[src/rtl/cheshire_boot_seq_pkg.sv]
// rtl/cheshire_boot_seq_pkg.sv - shared types and default constants for the boot sequencer
package cheshire_boot_seq_pkg;

  localparam logic [31:0] DefRstCycles     = 32'd16;
  localparam logic [31:0] DefStrapCycles   = 32'd4;
  localparam logic [31:0] DefTimeoutCycles = 32'd1000000;
  localparam int unsigned DefCntWidth      = 32'd32;

  // Boot mode that waits for the preload VIP before running
  localparam logic [1:0] BootModePassive = 2'b00;

  typedef enum logic [2:0] {
    ST_IDLE,
    ST_RESET,
    ST_STRAP,
    ST_PRELOAD,
    ST_RUN,
    ST_DONE,
    ST_TIMEOUT
  } boot_seq_state_e;

  // Raw EOC word as written by the SoC: bit0 flags a valid result
  typedef struct packed {
    logic [30:0] code;
    logic        valid;
  } eoc_code_t;

  function automatic logic is_busy(boot_seq_state_e s);
    return s inside {ST_RESET, ST_STRAP, ST_PRELOAD, ST_RUN};
  endfunction

endpackage

[src/rtl/cheshire_boot_seq_if.sv]
// rtl/cheshire_boot_seq_if.sv - SoC-facing strap, reset, preload and EOC signals
interface cheshire_boot_seq_if;
  import cheshire_boot_seq_pkg::*;

  logic      soc_rst_no;
  logic      soc_test_mode_o;
  logic [1:0] soc_boot_mode_o;
  logic      preload_req_o;
  logic      preload_ack_i;
  logic      eoc_valid_i;
  eoc_code_t eoc_code_i;

  modport master (
    output soc_rst_no, soc_test_mode_o, soc_boot_mode_o, preload_req_o,
    input  preload_ack_i, eoc_valid_i, eoc_code_i
  );

  modport slave (
    input  soc_rst_no, soc_test_mode_o, soc_boot_mode_o, preload_req_o,
    output preload_ack_i, eoc_valid_i, eoc_code_i
  );

endinterface

[src/rtl/cheshire_boot_seq.sv]
// rtl/cheshire_boot_seq.sv - boot phase sequencer: reset hold, straps, preload, run/EOC watch
module cheshire_boot_seq
  import cheshire_boot_seq_pkg::*;
#(
  parameter logic [31:0] RstCycles     = DefRstCycles,
  parameter logic [31:0] StrapCycles   = DefStrapCycles,
  parameter logic [31:0] TimeoutCycles = DefTimeoutCycles,
  parameter int unsigned CntWidth      = DefCntWidth
) (
  input  logic                        clk_i,
  input  logic                        rst_i,
  input  logic                        start_i,
  input  logic [1:0]                  boot_mode_i,
  input  logic                        test_mode_i,
  input  logic                        abort_i,
  cheshire_boot_seq_if.master         soc,
  output logic                        busy_o,
  output logic                        done_o,
  output logic                        timeout_o,
  output logic [30:0]                 exit_code_o,
  output logic                        pass_o
);

  localparam logic [CntWidth-1:0] RstLoad     = CntWidth'(RstCycles - 32'd1);
  localparam logic [CntWidth-1:0] StrapLoad   = CntWidth'(StrapCycles - 32'd1);
  localparam logic [CntWidth-1:0] TimeoutLast = CntWidth'(TimeoutCycles - 32'd1);
  localparam logic                TimeoutEn   = (TimeoutCycles != 32'd0);
  localparam logic [CntWidth-1:0] CntMax      = {CntWidth{1'b1}};

  boot_seq_state_e   state_q, state_d;
  logic [CntWidth-1:0] cnt_q, cnt_d;
  logic [1:0]        boot_mode_q, boot_mode_d;
  logic              test_mode_q, test_mode_d;
  logic [30:0]       exit_code_q, exit_code_d;

  logic rst_no_q, preload_req_q, busy_q, done_q, timeout_q, pass_q;

  // State, shared counter, latched straps/result, and outputs decoded from the next state
  always_ff @(posedge clk_i or posedge rst_i) begin
    if (rst_i) begin
      state_q       <= ST_IDLE;
      cnt_q         <= '0;
      boot_mode_q   <= '0;
      test_mode_q   <= 1'b0;
      exit_code_q   <= '0;
      rst_no_q      <= 1'b0;
      preload_req_q <= 1'b0;
      busy_q        <= 1'b0;
      done_q        <= 1'b0;
      timeout_q     <= 1'b0;
      pass_q        <= 1'b0;
    end else begin
      state_q       <= state_d;
      cnt_q         <= cnt_d;
      boot_mode_q   <= boot_mode_d;
      test_mode_q   <= test_mode_d;
      exit_code_q   <= exit_code_d;
      rst_no_q      <= state_d inside {ST_PRELOAD, ST_RUN, ST_DONE, ST_TIMEOUT};
      preload_req_q <= (state_d == ST_PRELOAD);
      busy_q        <= is_busy(state_d);
      done_q        <= (state_d == ST_DONE);
      timeout_q     <= (state_d == ST_TIMEOUT);
      pass_q        <= (state_d == ST_DONE) && (exit_code_d == '0);
    end
  end

  // Next-state logic; abort overrides any in-state decision while a boot is in flight
  always_comb begin
    state_d     = state_q;
    cnt_d       = cnt_q;
    boot_mode_d = boot_mode_q;
    test_mode_d = test_mode_q;
    exit_code_d = exit_code_q;

    case (state_q)
      ST_IDLE, ST_DONE, ST_TIMEOUT: begin
        if (start_i) begin
          boot_mode_d = boot_mode_i;
          test_mode_d = test_mode_i;
          exit_code_d = '0;
          cnt_d       = RstLoad;
          state_d     = ST_RESET;
        end
      end
      ST_RESET: begin
        if (cnt_q == '0) begin
          cnt_d   = StrapLoad;
          state_d = ST_STRAP;
        end else begin
          cnt_d = cnt_q - 1'b1;
        end
      end
      ST_STRAP: begin
        if (cnt_q == '0) begin
          cnt_d   = '0;
          state_d = (boot_mode_q == BootModePassive) ? ST_PRELOAD : ST_RUN;
        end else begin
          cnt_d = cnt_q - 1'b1;
        end
      end
      ST_PRELOAD: begin
        if (soc.preload_ack_i) begin
          cnt_d   = '0;
          state_d = ST_RUN;
        end
      end
      ST_RUN: begin
        if (soc.eoc_valid_i && soc.eoc_code_i.valid) begin
          exit_code_d = soc.eoc_code_i.code;
          state_d     = ST_DONE;
        end else if (TimeoutEn && (cnt_q == TimeoutLast)) begin
          state_d = ST_TIMEOUT;
        end else if (cnt_q != CntMax) begin
          cnt_d = cnt_q + 1'b1;
        end
      end
      default: state_d = ST_IDLE;
    endcase

    if (abort_i && is_busy(state_q)) begin
      state_d     = ST_RESET;
      cnt_d       = RstLoad;
      exit_code_d = exit_code_q;
    end
  end

  assign soc.soc_rst_no      = rst_no_q;
  assign soc.soc_test_mode_o = test_mode_q;
  assign soc.soc_boot_mode_o = boot_mode_q;
  assign soc.preload_req_o   = preload_req_q;

  assign busy_o      = busy_q;
  assign done_o      = done_q;
  assign timeout_o   = timeout_q;
  assign exit_code_o = exit_code_q;
  assign pass_o      = pass_q;

endmodule

[src/flat_wrapper.sv]
// flat-port wrapper written by rule: the top's interface ports become plain ports
module cheshire_boot_seq_flat import cheshire_boot_seq_pkg::*;
#(
  parameter logic [31:0] RstCycles     = DefRstCycles,
  parameter logic [31:0] StrapCycles   = DefStrapCycles,
  parameter logic [31:0] TimeoutCycles = DefTimeoutCycles,
  parameter int unsigned CntWidth      = DefCntWidth
)
  (clk_i, rst_i, start_i, boot_mode_i, test_mode_i, abort_i, busy_o, done_o, timeout_o, exit_code_o, pass_o, soc_soc_rst_no, soc_soc_test_mode_o, soc_soc_boot_mode_o, soc_preload_req_o, soc_preload_ack_i, soc_eoc_valid_i, soc_eoc_code_i);
  cheshire_boot_seq_if soc_i ();
  input  logic clk_i;
  input  logic rst_i;
  input  logic start_i;
  input  logic [1:0] boot_mode_i;
  input  logic test_mode_i;
  input  logic abort_i;
  output logic busy_o;
  output logic done_o;
  output logic timeout_o;
  output logic [30:0] exit_code_o;
  output logic pass_o;
  output wire logic [$bits(soc_i.soc_rst_no)-1:0] soc_soc_rst_no;
  output wire logic [$bits(soc_i.soc_test_mode_o)-1:0] soc_soc_test_mode_o;
  output wire logic [$bits(soc_i.soc_boot_mode_o)-1:0] soc_soc_boot_mode_o;
  output wire logic [$bits(soc_i.preload_req_o)-1:0] soc_preload_req_o;
  input wire logic [$bits(soc_i.preload_ack_i)-1:0] soc_preload_ack_i;
  input wire logic [$bits(soc_i.eoc_valid_i)-1:0] soc_eoc_valid_i;
  input wire logic [$bits(soc_i.eoc_code_i)-1:0] soc_eoc_code_i;
  assign soc_soc_rst_no = soc_i.soc_rst_no;
  assign soc_soc_test_mode_o = soc_i.soc_test_mode_o;
  assign soc_soc_boot_mode_o = soc_i.soc_boot_mode_o;
  assign soc_preload_req_o = soc_i.preload_req_o;
  assign soc_i.preload_ack_i = soc_preload_ack_i;
  assign soc_i.eoc_valid_i = soc_eoc_valid_i;
  assign soc_i.eoc_code_i = soc_eoc_code_i;
  cheshire_boot_seq #(.RstCycles(RstCycles), .StrapCycles(StrapCycles), .TimeoutCycles(TimeoutCycles), .CntWidth(CntWidth)) u_core (.clk_i(clk_i), .rst_i(rst_i), .start_i(start_i), .boot_mode_i(boot_mode_i), .test_mode_i(test_mode_i), .abort_i(abort_i), .soc(soc_i), .busy_o(busy_o), .done_o(done_o), .timeout_o(timeout_o), .exit_code_o(exit_code_o), .pass_o(pass_o));
endmodule
[config.mk]
export PLATFORM = sky130hd
export DESIGN_NAME = cheshire_boot_seq_flat
export DESIGN_NICKNAME = d
export VERILOG_FILES = /design/src/rtl/cheshire_boot_seq_pkg.sv /design/src/rtl/cheshire_boot_seq_if.sv /design/src/rtl/cheshire_boot_seq.sv /design/src/flat_wrapper.sv
export SDC_FILE = /design/constraint.sdc
export NUM_CORES = 1
export LEC_CHECK = 0
export CAP_MARGIN = 25
export CORE_MARGIN = 5
export CORE_UTILIZATION = 50
export CTS_CLUSTER_DIAMETER = 100
export CTS_CLUSTER_SIZE = 12
export DETAILED_ROUTE_END_ITERATION = 7
export GPL_ROUTABILITY_DRIVEN = 0
export GPL_TIMING_DRIVEN = 1
export PLACE_DENSITY_LB_ADDON = 0.1
export SYNTH_ARGS = -nofsm -noshare
export SYNTH_HDL_FRONTEND = slang
export SYNTH_SLANG_ARGS = --single-unit
[constraint.sdc]
create_clock -name clk_i -period 3.15 [get_ports clk_i]
set_input_delay 0.63 -clock clk_i [delete_from_list [all_inputs] [get_ports clk_i]]
set_output_delay 0.63 -clock clk_i [all_outputs]
set_load 0.02 [all_outputs]
* Word level (Yosys, flattened, before mapping)
Cells that the tools add are included.
** Cells by class
- Add/sub/neg operators :: 2
- Equal/unequal tests :: 19
- Muxes and demuxes :: 22
- Reduce and logical (&&, ||, !) cells :: 14
** Operators by type and width (count)
- two-way mux 32 bit :: 8
- one-hot mux 32 bit (5 select lines) :: 1
- two-way mux 31 bit :: 3
- one-hot mux 31 bit (2 select lines) :: 1
- adder 32 x 1 -> 32 bit (second input constant) :: 1
- equality test 32 x 20 -> 1 bit (second input constant) :: 1
- zero test 32 bit :: 1
- inequality test 32 bit (second input constant) :: 1
- subtractor 32 x 1 -> 32 bit (second input constant) :: 1
- zero test 31 bit :: 1
- two-way mux 3 bit :: 8
- equality test 3 bit (second input constant) :: 6
- one-hot mux 3 bit (5 select lines) :: 1
- equality test 3 x 2 -> 1 bit (second input constant) :: 4
- nonzero test 4 bit :: 3
- inequality test 3 bit (second input constant) :: 3
- equality test 3 x 1 -> 1 bit (second input constant) :: 2
- inequality test 3 x 2 -> 1 bit (second input constant) :: 2
- AND reduction 6 bit :: 1
- nonzero test 6 bit :: 1
- logical AND 1 bit :: 3
- zero test 3 bit :: 1
- OR reduction 3 bit :: 1
- zero test 2 bit :: 1
- AND reduction 2 bit :: 1
** Storage, ports and cells
- Register bits :: 75
- Logic and storage cells :: 68

* Logic depth before layout (Yosys ltp)
Gate-level depths: netlist of run 1.
- Word-level depth :: 7
- Mapped depth :: 12
- Gate-level depth less buffers :: 9

* Least setup slack after synthesis of run 1
OpenSTA, ideal clock, no wires.
- Path type :: register -> register
- Start point :: reg u_core.cnt_q[15]
- End point :: reg u_core.cnt_q[20]
- Library setup time :: 122 ps
- Data arrival time :: 2739 ps
- Required time :: 3028 ps
- Setup slack :: 290 ps
- Stages on the path, launching flop included :: 10
- Clock period less this slack :: 2860 ps
- Cell sequence :: dfrtp_1 buf_6 or4_4 or4_4 or3_1 buf_6 and2_4 buf_6 a221o_1 a32o_1
** On the way
- Word-level cells in the longest chain between the ends :: 6
- Elaborated cells on any way between the ends :: 15
- Classes of those cells :: add/sub (2); eq/ne (4); mux (7); reduce/logical (2)
** Ends and longest elaborated chain
- start, declared :: line cheshire_boot_seq.sv:31 : logic [CntWidth-1:0] cnt_q, cnt_d;
- start signal, assigned :: line cheshire_boot_seq.sv:54 : cnt_q <= cnt_d;
- adder 32 x 1 -> 32 bit :: line cheshire_boot_seq.sv:114 : cnt_d = cnt_q + 1'b1;
- two-way mux 32 bit :: line cheshire_boot_seq.sv:113 : end else if (cnt_q != CntMax) begin
- two-way mux 32 bit :: line cheshire_boot_seq.sv:111 : end else if (TimeoutEn && (cnt_q == TimeoutLast)) begin
- two-way mux 32 bit :: line cheshire_boot_seq.sv:108 : if (soc.eoc_valid_i && soc.eoc_code_i.valid) begin
- one-hot mux 32 bit (5 select lines) :: line cheshire_boot_seq.sv:75 : case (state_q)
- two-way mux 32 bit :: line cheshire_boot_seq.sv:120 : if (abort_i && is_busy(state_q)) begin
Parallel ways exist; a longest one is shown, timed or not. The select of a mux whose other input is x is not followed.
A chain may end at the register's enable or synchronous reset.

* Final worst setup path of run 1
- Start point :: reg u_core.cnt_q[14]
- End point :: reg u_core.cnt_q[16]
The elaborated chain is that of the path after synthesis.

==> results of run 1 <==
-- power breakdown --
part | switching [mW] | internal [mW] | leakage [nW]
combinational | 0.129 | 0.134 | 1.29
clock | 0.381 | 0.524 | 0.115
sequential | 0.0288 | 0.985 | 1.01
total | 0.539 | 1.64 | 2.42
-- sequential cells by signal, indices dropped and copies added, names as in the netlist --
name,cells
u_core.soc.soc_rst_no,1
u_core.timeout_o,1
u_core.busy_o,1
u_core.soc.soc_boot_mode_o,2
u_core.soc.soc_test_mode_o,1
u_core.done_o,1
u_core.cnt_q,32
u_core.soc.preload_req_o,1
u_core.pass_o,1
u_core.state_q,3
u_core.exit_code_o,31
-- cell families (layout without fill, tap and decap cells) --
kind of cell | count (synthesis) | in the layout | synth area share
compound gates | 180 | 180 | 0.2780
mux | 3 | 3 | 0.007122
buf+inv | 62 | 129 | 0.05803
xor+xnor | 9 | 9 | 0.01662
flops | 75 | 75 | 0.3957
simple gates | 213 | 213 | 0.2371
fa+ha+maj | 3 | 3 | 0.007385
-- worst reg2reg max path, delay by kind of cell (launching register included) --
| kind | cells | cell delay [ns] |
|---|---|---|
| flip-flops | 1 | 0.48 |
| AO/OA/AOI/OAI | 3 | 0.42 |
| AND/OR/NAND/NOR | 4 | 1.65 |
| buffers and inverters | 1 | 0.25 |
-- layout by cell type (no fill, tap or decap), types with 4 or more instances in the layout --
cell	n
o32ai_1	4
nor3_1	15
nor4_1	24
clkdlybuf4s50_1	80
nand3_1	22
nand4_1	11
xnor2_1	6
a32o_1	14
or3_1	8
a221o_1	7
o22ai_1	13
o221ai_1	8
o21ai_0	34
clkbuf_8	9
nor2_1	38
o211ai_1	5
a22o_1	32
dfrtp_1	75
nand2_1	46
inv_1	9
and3_1	7
and4_1	10
a31oi_1	4
buf_4	22
nand2b_1	7
o31ai_1	5
and2_1	5
a21oi_1	27
-- per-layer routing --
layer	part of all wire	track usage
met1	0.43	0.3458
met2	0.47	0.4021
met3	0.076	0.03959
met4	0.024	0.08476
met5	0	0
-- timing repair --
item	4_1_cts	5_1_grt
buffers inserted	0	0
endpoints found under the setup margin	0	4
resized for setup	0	3
-- per-stage QoR --
step	util	worst slack (ns)	hold slack, ns	power [mW]	area, µm²
final	0.6418	0.2026	0.5358	2.182	5931
after global routing	0.6418	0.04653	0.5566	2.265	5931
after CTS	0.6398	0.2127	0.5319	2.194	5912
after detailed placement	0.6139	0.2838	0.5104	1.292	5673
after global placement	0.6139	0.2878	0.5089	1.288	5673
after floorplan	-	0.2896	0.5009	1.152	4743
-- worst max-delay path by stage --
stage | start | endpoint | slack [ns] | depth (start not counted)
2_1_floorplan | u_core.cnt_q[15] | u_core.cnt_q[20] | 0.29 | 9
3_5_place_dp | u_core.cnt_q[14] | u_core.pass_o | 0.28 | 7
4_1_cts | u_core.cnt_q[14] | u_core.pass_o | 0.21 | 7
5_1_grt | u_core.cnt_q[24] | u_core.cnt_q[5] | 0.05 | 6
3_3_place_gp | u_core.cnt_q[15] | u_core.cnt_q[5] | 0.29 | 8
6_report | u_core.cnt_q[14] | u_core.cnt_q[16] | 0.20 | 8
-- area by class of cell --
class	count	area, µm²
Inverter	11	41.29
Timing Repair Buffer	103	985.9
Clock buffer	9	123.9
Sequential cell	75	1877
Multi-Input combinational cell	408	2626
Clock inverter	6	115.1
Fill cell	777	3309
Tap cell	129	161.4
==> insert_results.sql, run 1 <==
INSERT INTO impl_metrics (metric_group, metric, value, unit) VALUES
('min_path', 'whs_path_depth', '1', ''),
('pwr', 'power.density', '367.9', 'nW/µm²'),
('logic_synthesis', 'syn_inst', '545', ''),
('timing', 'achievable-frequency', '0.3393', 'GHz'),
('logic_synthesis', 'post_synth_instance_area', '4743', 'µm²'),
('critical_path', 'worst_path_dominant_cell_family', 'simple AND/OR/NAND/NOR gates', ''),
('critical_path', 'r2r_setup_slack', '0.20', 'ns'),
('route', 'number_of_detailed_route_iterations_in_the_first_pass', '7', ''),
('critical_path', 'end_kind', 'register', ''),
('final_layout', 'finalNetCount', '651', ''),
('critical_path', 'worstPathRequired', '3.36', 'ns'),
('global_routing', 'grt_remaining_overflow', '0', ''),
('pwr', 'p_leak', '2.417', 'nW'),
('timing', 'worst-slew-pin-transition', '0.7578', 'ns'),
('route', 'post_drt_via_cell_ratio', '6.509', ''),
('logic_synthesis', 'ys_async_sr_fraction', '1.000', ''),
('clocking', 'cts_buffers', '9', ''),
('critical_path', 'cpPeakStageDelay', '0.48', 'ns'),
('critical_path', 'critical-path-slowest-cell', 'dfrtp_1', ''),
('critical_path', 'critical_path_peak_fanout', '15', ''),
('global_routing', 'grt_first_pass_wirelength', '23570', 'µm'),
('logic_synthesis', 'yosysWarningCount', '0', ''),
('timing', 'setup_viols_final', '0', ''),
('timing', 'part_of_the_cycle_the_worst_path_needs', '0.9357', ''),
('final_layout', 'drive_above_1_share', '0.09477', ''),
('logic_synthesis', 'synth.top_cells.by_count', 'dfrtp_1, nand2_1, clkbuf_1', ''),
('critical_path', 'r2r.worst_path.cells', '8', ''),
('timing', 'finalMaxSlewViolations', '0', ''),
('global_routing', 'grt_pass1_vias', '4682', ''),
('critical_path', 'r2r-start', 'u_core.cnt_q[14]', ''),
('clocking', 'clk_latency', '0.36', 'ns'),
('floorplanning', 'rows', '35', ''),
('timing', 'final.min_clock_period', '2.947', 'ns'),
('logic_synthesis', 'syn-mean-instance-area', '8.703', 'µm²'),
('route', 'dr.first_iter.drc_count', '342', ''),
('global_routing', 'grt_start_max_net_pins', '51', ''),
('route', 'drt.antenna.violating_nets', '0', ''),
('critical_path', 'startpoint_type', 'register', ''),
('route', 'vias', '4823', ''),
('critical_path', 'path_buf_inv', '1', ''),
('global_routing', 'antenna_found_initial', '0', ''),
('pwr', 'ir_drop', '0.0002992', 'V'),
('min_path', 'worst_hold_path.endpoint', 'u_core.exit_code_o[30]', ''),
('logic_synthesis', 'dominantRegCellSynth', 'dfrtp_1', ''),
('logic_synthesis', 'synth_top_area_frac', '0.3957', ''),
('clocking', 'htreeDepth', '3', ''),
('route', 'routed_wl', '14220', 'µm'),
('critical_path', 'crit_path_kind', 'reg -> reg', ''),
('place', 'total_of_buffers_placed_on_input_and_output_ports', '80', ''),
('clocking', 'cts-hold-fix-buffers', '0', ''),
('floorplanning', 'placeableCoreArea', '9240', 'µm²'),
('critical_path', 'capture_instance_of_the_worst_register_to_register_path', 'u_core.cnt_q[16]', ''),
('run_status', 'status', 'completed', ''),
('clocking', 'register_clock_pin_slew_on_the_reported_worst_setup_and_hold_paths', '0.08', 'ns'),
('final_layout', 'flow.area_growth_from_synthesis', '25.03', '%'),
('min_path', 'worst_hold_path_type', 'reg -> reg', ''),
('timing', 'finalHoldViolCount', '0', ''),
('floorplanning', 'die_height', '107.4', 'µm'),
('critical_path', 'critical-path-top-cell-by-count', 'or4_4', ''),
('floorplanning', 'chipWidth', '107.4', 'µm'),
('logic_synthesis', 'yosysSeqAreaShare', '0.3957', ''),
('logic_synthesis', 'post-synth-top-area-cell', 'dfrtp_1', ''),
('place', 'place_inst', '726', ''),
('logic_synthesis', 'netlist_top_cells_area', 'dfrtp_1, a22o_1, nand2_1', ''),
('logic_synthesis', 'synth-edff-count', '0', ''),
('clocking', 'clk_path_buf_depth', '2', ''),
('timing', 'setup_repair_after_global_routing_missed_its_margin', 'false', ''),
('timing', 'slew_headroom', '0.4938', ''),
('logic_synthesis', 'synth.most_common_cell', 'dfrtp_1', ''),
('clocking', 'count_of_clock_tree_sinks', '75', ''),
('run', 'cap_violations', '0', '');
Power figures use the tool's default switching activity.
==> run 2: changes to the inputs <==
==> constraint.sdc (replaced) <==
create_clock -name clk_i -period 3.55 [get_ports clk_i]
set_input_delay 0.8875 -clock clk_i [delete_from_list [all_inputs] [get_ports clk_i]]
set_output_delay 0.8875 -clock clk_i [all_outputs]
set_load 0.02 [all_outputs]
==> insert_results.sql, run 2 (synthesis gave the netlist of run 1 again) <==
INSERT INTO impl_metrics (metric_group, metric, value, unit) VALUES
('final_layout', 'drive_above_1_share', '0.08086', ''),
('final_layout', 'most-common-layout-cells', 'clkdlybuf4s50_1, dfrtp_1, nand2_1', ''),
('final_layout', 'largest_register_ffs', '32', ''),
('critical_path', 'end_kind', 'register', ''),
('critical_path', 'path_buf_inv', '0', ''),
('critical_path', 'worstPathCellList', 'or4_4 -> or4_4 -> or3_1 -> nand2_2 -> nor3_1 -> or3_1 -> a32o_1', ''),
('min_path', 'whs_path_depth', '1', ''),
('final_layout', 'final_common_cell', 'clkdlybuf4s50_1', ''),
('clocking', 'clk_latency', '0.35', 'ns'),
('floorplanning', 'placeableCoreArea', '9240', 'µm²'),
('timing', 'final.min_clock_period', '3.085', 'ns'),
('route', 'drt-wirelength-per-cell', '18.90', 'µm'),
('global_routing', 'grt_util_met3', '0.04199', ''),
('timing', 'fin_worst_skew', '0.01209', 'ns'),
('final_layout', 'flow.area_growth_from_synthesis', '24.43', '%'),
('global_routing', 'grt_first_pass_wirelength', '23560', 'µm'),
('critical_path', 'startpoint_type', 'register', ''),
('global_routing', 'gr-max-usage-layer', 'met2', ''),
('clocking', 'cts_setup_buffers', '0', ''),
('timing', 'achievable-frequency', '0.3241', 'GHz'),
('final_layout', 'finalNetCount', '645', ''),
('critical_path', 'capture_instance_of_the_worst_register_to_register_path', 'u_core.cnt_q[29]', ''),
('critical_path', 'cp_data_arrival_time', '3.33', 'ns'),
('pwr', 'totalPowerFinal', '2.008', 'mW'),
('timing', 'worst-slew-pin-transition', '0.8090', 'ns'),
('floorplanning', 'rows', '35', ''),
('critical_path', 'worst_path_dominant_cell_family', 'simple AND/OR/NAND/NOR gates', ''),
('floorplanning', 'die_height', '107.4', 'µm'),
('min_path', 'worst_hold_path_type', 'reg -> reg', ''),
('pwr', 'sequential_group_share_of_total_power', '0.446', ''),
('place', 'placed_area', '5640', 'µm²'),
('clocking', 'clock-root-buffer', 'clkbuf_8', ''),
('route', 'route.detailed.drc', '0', ''),
('critical_path', 'r2r.worst_path.cells', '7', ''),
('critical_path', 'r2r_setup_slack', '0.46', 'ns'),
('pwr', 'ir_drop', '0.0002365', 'V'),
('critical_path', 'timing.critical_path.depth', '7', ''),
('critical_path', 'critical_path_peak_fanout', '11', ''),
('clocking', 'tritoncts', 'yes', ''),
('critical_path', 'cpPeakStageDelay', '0.60', 'ns'),
('run', 'cap_violations', '0', ''),
('clocking', 'cts_buffers', '9', ''),
('route', 'dr.first_iter.drc_count', '317', ''),
('clocking', 'htreeDepth', '3', ''),
('timing', 'part_of_the_cycle_the_worst_path_needs', '0.8690', ''),
('timing', 'slew_headroom', '0.4595', ''),
('clocking', 'clk_path_buf_depth', '2', ''),
('pwr', 'fraction_of_power_spent_switching_nets', '0.2368', ''),
('critical_path', 'crit_path_kind', 'reg -> reg', ''),
('critical_path', 'worstPathRequired', '3.79', 'ns'),
('global_routing', 'grt_remaining_overflow', '0', ''),
('global_routing', 'global_route.usage.met1', '0.3462', ''),
('pwr', 'p_int', '1.532', 'mW'),
('min_path', 'worst_hold_path.endpoint', 'u_core.exit_code_o[19]', ''),
('global_routing', 'grt_start_max_net_pins', '76', ''),
('place', 'total_of_buffers_placed_on_input_and_output_ports', '80', ''),
('global_routing', 'all_layer_gr_usage', '0.2518', ''),
('final_layout', 'n_antenna_cell', '0', ''),
('pwr', 'net-switching-power', '0.4754', 'mW'),
('pwr', 'power.share.combinational', '0.116', ''),
('final_layout', 'final.fill_count', '796', ''),
('clocking', 'register_clock_pin_slew_on_the_reported_worst_setup_and_hold_paths', '0.08', 'ns'),
('timing', 'finalHoldViolCount', '0', ''),
('timing', 'finalMaxSlewViolations', '0', ''),
('floorplanning', 'start_util', '0.5133', ''),
('route', 'drt.antenna.violating_nets', '0', ''),
('route', 'post_drt_via_cell_ratio', '6.505', ''),
('route', 'vias', '4781', ''),
('pwr', 'power.density', '340.2', 'nW/µm²'),
('floorplanning', 'die_area', '11530', 'µm²'),
('place', 'post-dp-hpwl', '9808', 'µm'),
('timing', 'setup_repair_after_global_routing_missed_its_margin', 'false', ''),
('min_path', 'timing.hold.worst.start', 'u_core.exit_code_o[19]', ''),
('floorplanning', 'floorplan.io_pins', '81', ''),
('pwr', 'power.share.clock', '0.438', ''),
('clocking', 'post_cts_resize_count', '0', ''),
('clocking', 'cts-hold-fix-buffers', '0', ''),
('critical_path', 'r2r-start', 'u_core.cnt_q[15]', ''),
('global_routing', 'grt_pass1_vias', '4548', ''),
('route', 'routed_wl', '13890', 'µm'),
('pwr', 'p_leak', '2.400', 'nW'),
('timing', 'setup-tns-final', '0', 'ns'),
('timing', 'setup_viols_final', '0', ''),
('critical_path', 'critical-path-slowest-cell', 'or4_4', ''),
('route', 'number_of_detailed_route_iterations_in_the_first_pass', '5', ''),
('global_routing', 'antenna_found_initial', '0', ''),
('final_layout', 'final_cell_area', '5902', 'µm²'),
('floorplanning', 'chipWidth', '107.4', 'µm'),
('global_routing', 'grt_util_met2', '0.4093', ''),
('final_layout', 'largest-register', 'u_core.cnt_q', ''),
('run_status', 'status', 'completed', ''),
('clocking', 'count_of_clock_tree_sinks', '75', '');
run 2: cell count changes in the layout (fill, tap and decap cells not counted):
cell / delta
buf_12: +1
buf_4: -7
bufinv_16: +1
clkinv_4: -1
clkinvlp_4: -1
inv_6: +1
nor4_1: +2
nor4_2: -2
nor4b_1: +1
nor4b_2: -1
run 2: power groups by stage:
stage	clock [mW]	sequential [mW]	combinational, mW
after floorplan	0	0.930	0.0924
after global placement	0	0.912	0.231
after detailed placement	0	0.912	0.234
after CTS	0.890	0.895	0.235
after global routing	0.931	0.900	0.256
final	0.879	0.895	0.233
run 2: routing by layer:
layer  vias to the layer above  routed length, µm
met4                         0                177
met3                        16                965
li1                       2221                  -
met2                       204               6700
met1                      2340               6048
met5                         -                  0
run 2: worst max path at each step:
stage,startpoint,end,slack [ns]
2_1_floorplan,u_core.cnt_q[15],u_core.cnt_q[20],0.69
3_3_place_gp,start_i,u_core.cnt_q[21],0.51
3_5_place_dp,start_i,u_core.cnt_q[22],0.46
4_1_cts,u_core.cnt_q[15],u_core.cnt_q[29],0.48
5_1_grt,u_core.cnt_q[15],u_core.cnt_q[29],0.37
6_report,u_core.cnt_q[15],u_core.cnt_q[29],0.46
run 2: layout make-up:
class,count,area [µm²],share of cell area
Timing Repair Buffer,97,953.4,0.1615
Inverter,11,41.29,0.006996
Sequential cell,75,1877,0.3180
Clock inverter,6,137.6,0.02332
Clock buffer,9,123.9,0.02099
Multi-Input combinational cell,408,2608,0.4418
Tap cell,129,161.4,0.02735
run 2: metrics by stage:
stage / worst slack, ns / util / std cells / hold slack, ns
after floorplan: 0.6896 / - / 545 / 0.5009
after global placement: 0.5141 / 0.6104 / 720 / 0.5091
after detailed placement: 0.4620 / 0.6104 / 720 / 0.5052
after CTS: 0.4773 / 0.6387 / 735 / 0.5312
after global routing: 0.3716 / 0.6387 / 735 / 0.5447
final: 0.4649 / 0.6387 / 735 / 0.5328
